===== config.mk =====
export PLATFORM = sky130hd
export DESIGN_NAME = keypad_scan_module_flat
export DESIGN_NICKNAME = d
export VERILOG_FILES = /design/src/rtl/keypad_scan_module_pkg.sv /design/src/rtl/keypad_scan_module_if.sv /design/src/rtl/keypad_scan_module_scan_tick_gen.sv /design/src/rtl/keypad_scan_module.sv /design/src/flat_wrapper.sv
export SDC_FILE = /design/constraint.sdc
export NUM_CORES = 1
export LEC_CHECK = 0
export ABC_CLOCK_PERIOD_IN_PS = 5770
export CORE_UTILIZATION = 25
export CTS_CLUSTER_SIZE = 40
export DETAILED_ROUTE_END_ITERATION = 10
export SYNTH_ARGS = -nofsm -noshare
export SYNTH_HDL_FRONTEND = slang
export SYNTH_SLANG_ARGS = --single-unit

===== constraint.sdc =====
create_clock -name clk -period 5.77 [get_ports clk]
set_clock_uncertainty 0.1 [all_clocks]
set_input_delay 0.8655 -clock clk [delete_from_list [all_inputs] [get_ports clk]]
set_output_delay 0.8655 -clock clk [all_outputs]
set_load 0.01 [all_outputs]

===== src/rtl/keypad_scan_module_pkg.sv =====
// Shared constants, state encoding and column-decode helpers for the keypad scanner.
package keypad_pkg;

    localparam int NUM_ROWS = 4;
    localparam int NUM_COLS = 4;

    localparam logic [3:0] KEY_NONE         = 4'd0;
    localparam logic [3:0] KEY_RESERVED_IDX = 4'd15;
    localparam logic [3:0] ROW_IDLE         = 4'b1110;

    typedef logic [1:0] state_t;
    localparam state_t ST_SCAN     = 2'd0;
    localparam state_t ST_DEBOUNCE = 2'd1;
    localparam state_t ST_PRESSED  = 2'd2;

    function automatic logic col_one_low(input logic [NUM_COLS-1:0] col);
        return ($countones(~col) == 1);
    endfunction

    // Index of the lowest active-low column; only meaningful when exactly one is low.
    function automatic logic [1:0] col_low_index(input logic [NUM_COLS-1:0] col);
        logic [1:0] idx;
        idx = 2'd0;
        if (!col[0])      idx = 2'd0;
        else if (!col[1]) idx = 2'd1;
        else if (!col[2]) idx = 2'd2;
        else if (!col[3]) idx = 2'd3;
        return idx;
    endfunction

endpackage


===== src/rtl/keypad_scan_module_if.sv =====
// Keypad pin and game-side key signals; the scanner takes the master view.
interface keypad_if;
    import keypad_pkg::*;

    logic [NUM_COLS-1:0] key_col;
    logic [NUM_ROWS-1:0] key_row;
    logic [3:0]          key_code;
    logic                key_enable;
    logic                key_press;

    modport master (
        input  key_col,
        output key_row,
        output key_code,
        output key_enable,
        output key_press
    );

    modport slave (
        output key_col,
        input  key_row,
        input  key_code,
        input  key_enable,
        input  key_press
    );
endinterface


===== src/rtl/keypad_scan_module_scan_tick_gen.sv =====
// Free-running divider: one-cycle tick every DIV clocks.
module scan_tick_gen #(
    parameter int DIV = 50000
) (
    input  logic clk,
    input  logic reset,
    output logic tick
);
    localparam int W = (DIV > 1) ? $clog2(DIV) : 1;
    localparam logic [W-1:0] LAST = W'(DIV - 1);

    logic [W-1:0] cnt;

    assign tick = (cnt == LAST);

    always_ff @(posedge clk) begin
        if (reset) begin
            cnt <= '0;
        end else if (tick) begin
            cnt <= '0;
        end else begin
            cnt <= cnt + W'(1);
        end
    end
endmodule


===== src/rtl/keypad_scan_module.sv =====
// 4x4 keypad scanner/debouncer producing a held note code 1..15 with enable and press pulse.
//  state    | meaning
//  SCAN     | rotating rows, looking for a single low column
//  DEBOUNCE | row frozen, counting ticks the latched column stays the only low one
//  PRESSED  | key reported, counting ticks the latched column stays high
module keypad_scan_module
    import keypad_pkg::*;
#(
    parameter int SCAN_DIV     = 50000,
    parameter int DEBOUNCE_CNT = 20
) (
    input  logic     clk,
    input  logic     reset,
    keypad_if.master kp
);
    localparam int CW = $clog2(DEBOUNCE_CNT + 1);
    localparam logic [CW-1:0] CNT_MAX = CW'(DEBOUNCE_CNT);
    localparam logic [CW-1:0] CNT_ONE = CW'(1);

    logic                tick;
    logic [NUM_COLS-1:0] col_meta;
    logic [NUM_COLS-1:0] col_sync;
    state_t              state;
    logic [1:0]          row_idx;
    logic [1:0]          col_idx;
    logic [CW-1:0]       cnt;
    logic [CW-1:0]       rcnt;
    logic [CW-1:0]       cnt_inc;
    logic [CW-1:0]       rcnt_inc;
    logic [3:0]          scan_idx;
    logic                scan_hit;
    logic                latched_low_only;
    logic                latched_high;

    scan_tick_gen #(.DIV(SCAN_DIV)) u_tick (
        .clk   (clk),
        .reset (reset),
        .tick  (tick)
    );

    always_ff @(posedge clk) begin
        if (reset) begin
            col_meta <= '1;
            col_sync <= '1;
        end else begin
            col_meta <= kp.key_col;
            col_sync <= col_meta;
        end
    end

    always_comb begin
        scan_idx         = {row_idx, col_low_index(col_sync)};
        scan_hit         = col_one_low(col_sync) && (scan_idx != KEY_RESERVED_IDX);
        latched_low_only = (col_sync == ~(4'b0001 << col_idx));
        latched_high     = col_sync[col_idx];
        cnt_inc          = (cnt == CNT_MAX) ? cnt : cnt + CNT_ONE;
        rcnt_inc         = (rcnt == CNT_MAX) ? rcnt : rcnt + CNT_ONE;
    end

    always_ff @(posedge clk) begin
        if (reset) begin
            state         <= ST_SCAN;
            kp.key_row    <= ROW_IDLE;
            row_idx       <= 2'd0;
            col_idx       <= 2'd0;
            cnt           <= '0;
            rcnt          <= '0;
            kp.key_code   <= KEY_NONE;
            kp.key_enable <= 1'b0;
            kp.key_press  <= 1'b0;
        end else begin
            kp.key_press <= 1'b0;
            if (tick) begin
                case (state)
                    ST_SCAN: begin
                        if (scan_hit) begin
                            col_idx <= col_low_index(col_sync);
                            cnt     <= CNT_ONE;
                            rcnt    <= '0;
                            // A single-tick debounce accepts on the very first sample.
                            if (CNT_ONE == CNT_MAX) begin
                                state         <= ST_PRESSED;
                                kp.key_enable <= 1'b1;
                                kp.key_code   <= scan_idx + 4'd1;
                                kp.key_press  <= 1'b1;
                            end else begin
                                state <= ST_DEBOUNCE;
                            end
                        end else begin
                            kp.key_row <= {kp.key_row[2:0], kp.key_row[3]};
                            row_idx    <= row_idx + 2'd1;
                        end
                    end
                    ST_DEBOUNCE: begin
                        if (latched_low_only) begin
                            cnt <= cnt_inc;
                            if (cnt_inc == CNT_MAX) begin
                                state         <= ST_PRESSED;
                                rcnt          <= '0;
                                kp.key_enable <= 1'b1;
                                kp.key_code   <= {row_idx, col_idx} + 4'd1;
                                kp.key_press  <= 1'b1;
                            end
                        end else begin
                            state      <= ST_SCAN;
                            cnt        <= '0;
                            kp.key_row <= {kp.key_row[2:0], kp.key_row[3]};
                            row_idx    <= row_idx + 2'd1;
                        end
                    end
                    ST_PRESSED: begin
                        if (latched_high) begin
                            rcnt <= rcnt_inc;
                            if (rcnt_inc == CNT_MAX) begin
                                state         <= ST_SCAN;
                                cnt           <= '0;
                                rcnt          <= '0;
                                kp.key_enable <= 1'b0;
                                kp.key_code   <= KEY_NONE;
                            end
                        end else begin
                            rcnt <= '0;
                        end
                    end
                    default: begin
                        state <= ST_SCAN;
                    end
                endcase
            end
        end
    end
endmodule


===== src/flat_wrapper.sv =====
// flat-port wrapper written by rule: the top's interface ports become plain ports
module keypad_scan_module_flat import keypad_pkg::*;
#(
    parameter int SCAN_DIV     = 50000,
    parameter int DEBOUNCE_CNT = 20
)
  (clk, reset, kp_key_col, kp_key_row, kp_key_code, kp_key_enable, kp_key_press);
  keypad_if kp_i ();
  input  logic clk;
  input  logic reset;
  input wire logic [$bits(kp_i.key_col)-1:0] kp_key_col;
  output wire logic [$bits(kp_i.key_row)-1:0] kp_key_row;
  output wire logic [$bits(kp_i.key_code)-1:0] kp_key_code;
  output wire logic [$bits(kp_i.key_enable)-1:0] kp_key_enable;
  output wire logic [$bits(kp_i.key_press)-1:0] kp_key_press;
  assign kp_i.key_col = kp_key_col;
  assign kp_key_row = kp_i.key_row;
  assign kp_key_code = kp_i.key_code;
  assign kp_key_enable = kp_i.key_enable;
  assign kp_key_press = kp_i.key_press;
  keypad_scan_module #(.SCAN_DIV(SCAN_DIV), .DEBOUNCE_CNT(DEBOUNCE_CNT)) u_core (.clk(clk), .reset(reset), .kp(kp_i));
endmodule

* Word level (Yosys, flattened, before mapping) *
Index checks and enable logic that the tools add are counted.

word-level totals
  bits in registers = 50

operators by class
  add/subtract/negate cells = 8
  $lt $le $gt $ge = 1
  equality and inequality tests = 18
  shifts and indexed selects = 1
  multiplexer cells = 42
  bitwise logic cells = 5
  reduce and logical (&&, ||, !) cells = 13

operators with widths
  operator               count
  $mux 5                 11
  $add 32x32->32         1
  $eq 32x2->1 const B    1
  $pmux 5 s3             2
  $mux 4                 6
  $mux 2                 11
  $eq 5x5->1 const B     4
  $add 16x1->16 const B  1
  $eq 16x16->1 const B   1
  $pmux 4 s2             2
  $reduce_and 5->1       3
  $add 5x1->5 const B    2
  $ne 2x1->1 const B     5
  $not 4->4              2
  $mux 1                 6
  $pmux 2 s3             1
  $reduce_and 6->1       1
  $add 1x1->2            2
  $add 4x1->4 const B    1
  $eq 4x4->1             1
  $ne 2x2->1 const B     2
  $ne 4x4->1 const B     1
  $pmux 2 s2             1
  $reduce_and 4->1       1
  other kinds (16)       19

* Logic depth before layout (Yosys ltp) *
  word-level depth = 8
  depth in mapped cells = 10
  mapped depth without buffers = 10

* Modules after synthesis *
A second synthesis with hierarchy kept.

second synthesis, totals
  cells, all modules = 298
  area, all modules = 2783.9 um^2

modules (own cells, without submodules)
  module              times used  cells an instance  area an instance (um^2)  sequential area each (um^2)
  keypad_scan_module  1           217                2025.7                   680.7
  scan_tick_gen       1           81                 758.2                    320.3

* Worst setup path after synthesis *
No wires, ideal clock.

  kind = reg-to-reg
  from = register u_core.col_sync[2]
  to = register u_core.cnt[4]
  library setup time = 70 ps
  arrival time = 2671 ps
  slack = 2929 ps
  stages on the path, launching flop included = 11
  period minus slack after synthesis = 2841 ps
  cells stage by stage = dfxtp_1 inv_1 ha_1 ha_1 fa_1 nor3b_1 o2bb2ai_1 nor2_2 a41oi_2 or4_1 a21oi_1

between the ends
  longest elaborated chain between the ends = 7
  elaborated cells between the ends (all ways) = 17

RTL lines
  item                                                            RTL line                                                source
  start, declared                                                 keypad_scan_module.sv:22                                logic [NUM_COLS-1:0] col_sync;
  start signal, assigned                                          keypad_scan_module.sv:47                                col_sync <= col_meta;
  $not 4->4 or $mux 2 (tied branches)                             -
  $add 1x1->2 (implied by the code) or $mux 2 (tied branches)     -
  $add 32x32->32 (implied by the code) or $mux 2 (tied branches)  -
  $eq 32x2->1 or $ne 4x4->1 (tied branches)                       keypad_scan_module_pkg.sv:17, keypad_scan_module.sv:53
  $logic_and 1x1->1                                               keypad_scan_module.sv:53                                scan_hit = col_one_low(col_sync) && (scan_idx != KEY_RESERVED_IDX);
  $ne 2x1->1 (no source line)                                     -
  $reduce_and 5->1 (no source line)                               -
  end signal, assigned                                            keypad_scan_module.sv:96                                cnt <= cnt_inc;
  end, declared                                                   keypad_scan_module.sv:26                                logic [CW-1:0] cnt;

Several ways; a longest one is shown, not always the timed one. The select of a mux whose other input is x is not followed.
A chain may end at the register's enable or synchronous reset.

* Worst setup path in the final report *
Ends and elaborated chain as after synthesis.

==> results.md <==
- Fin area: 3070 um2
- Critical path buffers and inverters: 1
- Pint: 0.000459 W
- Critical Path Slowest Stage Cell: or4_1
- Final Power: 0.000592 W
- Most frequent CP cell: ha_1
- Post-CTS Hold Buffers: 0
- Asr flop ratio synth: 0%
- Critical Path AT: 3300 ps
- Via count of the first global-routing pass: 2043
- Io pins: 16
- Setup CP Type: flip-flop to flip-flop
- CP endpoint kind: flip-flop
- Share of layout cells above drive strength 1: 11.9%
- ANT cells: 0
- Distinct cell type count of the synthesized netlist: 53
- Tot GR Track Use: 9.77%
- Hold Crit Class: flip-flop to flip-flop
- Setup TNS: 0 ps
- Crit-path max FO: 9
- Initial antenna violation count: 0
- Overall routed net length: 4.86 mm
- CTS root buffer: clkbuf_8
- Finished Core Util: 29.6%
- Post-DP HPWL: 3.68 mm
- Pwr Density: 193 nW/um2
- DR vias: 2026
- Port buffer count: 15
- RePlAce Congestion: 0.807
- 1st-iter DRT viols: 73
- Synthesized Nets: 319
- Synth area leaders: dfxtp_1 (37%), ha_1 (8.9%), nor2_1 (4.9%), xnor2_1 (4.6%), nand3_1 (3.7%)
- Slowest stage delay, CP: 570 ps
- Synth cell count leaders: dfxtp_1 (50), nor2_1 (35), inv_1 (24), nand3_1 (20), ha_1 (19)
- First-pass GRT wire length: 9.09 mm
- Tcrit/Tclk final: 54.9%
- Die area: 11200 um2
- Max-cap viol count: 0
- Rel. slew slack: 59.2%
- Max Clk Rate: 315 MHz
- Gate power share: 4.1%
- Area grow syn2layout: 14.5%
- Switching Share: 22.5%
- Routed WL per cell: 10.9 um
- Post-DRT Antenna Nets: 0
- Startpoint Class: flip-flop
- GR Overflow Total: 0
- Tmin final: 3170 ps
- Pin count of the biggest net entering global routing: 29
- Core ar.: 10400 um2
- CTS tree: built
- CP Data Required Time: 5900 ps
- Number of synthesized flops with an enable pin: 0
- Clk buf depth: 2
- Cell Area, Synth: 2680 um2
- Total CTS buffers: 5
- Endpoints failing hold: 0
- Post-cts gate resize count: 0
- Final setup viols: 0
- Number of setup buffers added after CTS: 0
- CTS clk-pin slew, worst paths: 100 ps
- Post-synth top area share: 37.3%
- Post-layout nets: 336
- Pleak: 1.16 nW
- Ys Warns: 0
- H-tree depth: 2
- Clock power share: 36.4%
- Sequential power share: 59.5%
- Die X: 106 um
- Top_reg_cell synth: dfxtp_1
- Slew Viols, Final: 0
- Synth area leader: dfxtp_1
- Switch Pwr: 0.000133 W
- Unrepaired setup endpoints after global routing: false
- Chip height: 106 um
- Worst Max-Slew Pin Slew: 607 ps
- #FFs+latches synth: 50
- Top-count cell post-synth: dfxtp_1
- Top Family by Delay on Critical Path: simple AND/OR/NAND/NOR gates
- Placement Rows: 37
- Initial core utilization: 25.9%
- Routed vias/inst: 4.53
- Skew-Pair Late Insertion Delay: 300 ps
- First-pass iteration count of the detailed router: 4
- Syn Inst Count: 293
- Hold WS: 321 ps
- Status: finished clean
- Clock tree sinks: 50
- Sequential share of the synthesized area: 37.3%
- CP Cell Sequence: inv_1 -> ha_1 -> ha_1 -> fa_1 -> nor3b_1 -> o2bb2ai_1 -> nor2_2 -> a41oi_2 -> or4_1 -> a21oi_1
- DR DRC count: 0
- VDD IR max: 0.0996 mV
- Average size of a mapped cell: 9.16 um2
- Post-Place Cell Area: 2970 um2
-- layout by cell type (no fill, tap or decap), types with 2 or more instances in the layout --
| cell type | n |
|---|---|
| a211oi_1 | 4 |
| a21bo_2 | 3 |
| a21oi_1 | 12 |
| a31oi_1 | 2 |
| and3_1 | 7 |
| and3_2 | 3 |
| and4bb_1 | 2 |
| clkbuf_8 | 6 |
| clkdlybuf4s50_1 | 15 |
| clkinv_4 | 2 |
| dfxtp_1 | 50 |
| ha_1 | 19 |
| inv_1 | 24 |
| mux2_2 | 5 |
| mux2i_1 | 6 |
| nand2_1 | 13 |
| nand3_1 | 20 |
| nor2_1 | 35 |
| nor2b_1 | 3 |
| nor4_1 | 3 |
| o2111a_1 | 2 |
| o211ai_1 | 2 |
| o21ai_0 | 9 |
| o2bb2ai_1 | 5 |
| or2_2 | 8 |
| or3_1 | 2 |
| xnor2_1 | 14 |
| xor2_1 | 9 |
-- final timing paths --
path                                 startpoint                       endpoint  slack (ps)  depth (start not counted)
hold / removal    u_core.col_meta[3]$_SDFF_PP1_  u_core.col_sync[3]$_SDFF_PP1_         320                          1
hold reg to reg   u_core.col_meta[3]$_SDFF_PP1_  u_core.col_sync[3]$_SDFF_PP1_         320                          1
setup reg to reg  u_core.col_sync[2]$_SDFF_PP1_     u_core.cnt[4]$_SDFFE_PP0P_        2600                         10
setup / recovery  u_core.col_sync[2]$_SDFF_PP1_     u_core.cnt[4]$_SDFFE_PP0P_        2600                         10
-- through the flow --
stage          cells  setup WS [ps]
3_5_place_dp     439           2640
4_1_cts          447           2610
3_3_place_gp     439           2770
6_report         447           2600
2_1_floorplan    293           2930
5_1_grt          447           2390
-- kinds of logic after synthesis --
family | count (synthesis) | share of synthesized area (%)
AND/OR/NAND/NOR | 111 | 23.2
flip-flops | 50 | 37.3
AO/OA/AOI/OAI | 47 | 12.4
buffers and inverters | 30 | 4.85
XOR/XNOR | 23 | 7.51
adder cells (fa/ha/maj) | 20 | 9.60
multiplexers | 12 | 5.17
-- sequential cells by signal, summed over array words and instances (netlist names), 2 cells and up --
name / flops
u_core.cnt: 5
u_core.col_idx: 2
u_core.col_meta: 4
u_core.col_sync: 4
u_core.kp.key_code: 4
u_core.kp.key_row: 4
u_core.rcnt: 5
u_core.row_idx: 2
u_core.state: 2
u_core.u_tick.cnt: 16
-- power groups by stage --
stage	clock (W)	sequential [W]	combinational, W
3_3_place_gp	0	0.000360	0.0000243
6_report	0.000216	0.000352	0.0000242
2_1_floorplan	0	0.000360	0.0000179
3_5_place_dp	0	0.000361	0.0000246
4_1_cts	0.000225	0.000352	0.0000248
5_1_grt	0.000242	0.000353	0.0000276
-- per-layer routing --
| layer | up-vias | share of wire, % | GRT usage, % |
|---|---|---|---|
| li1 | 1049 | - | - |
| met1 | 955 | 50 | 12.7 |
| met2 | 20 | 47 | 16.6 |
| met3 | 2 | 2.8 | 1.92 |
| met4 | 0 | 0.47 | 2.28 |
| met5 | - | 0 | 0 |
-- layout make-up --
cell class | instances | area [um2]
Sequential cell | 50 | 1000
Timing Repair Buffer | 16 | 158
Clock buffer | 6 | 82.6
Clock inverter | 2 | 17.5
Fill cell | 1123 | 7300
Inverter | 24 | 90.1
Tap cell | 136 | 170
Multi-Input combinational cell | 213 | 1550
Note: power is estimated with default switching activity, not from simulation.
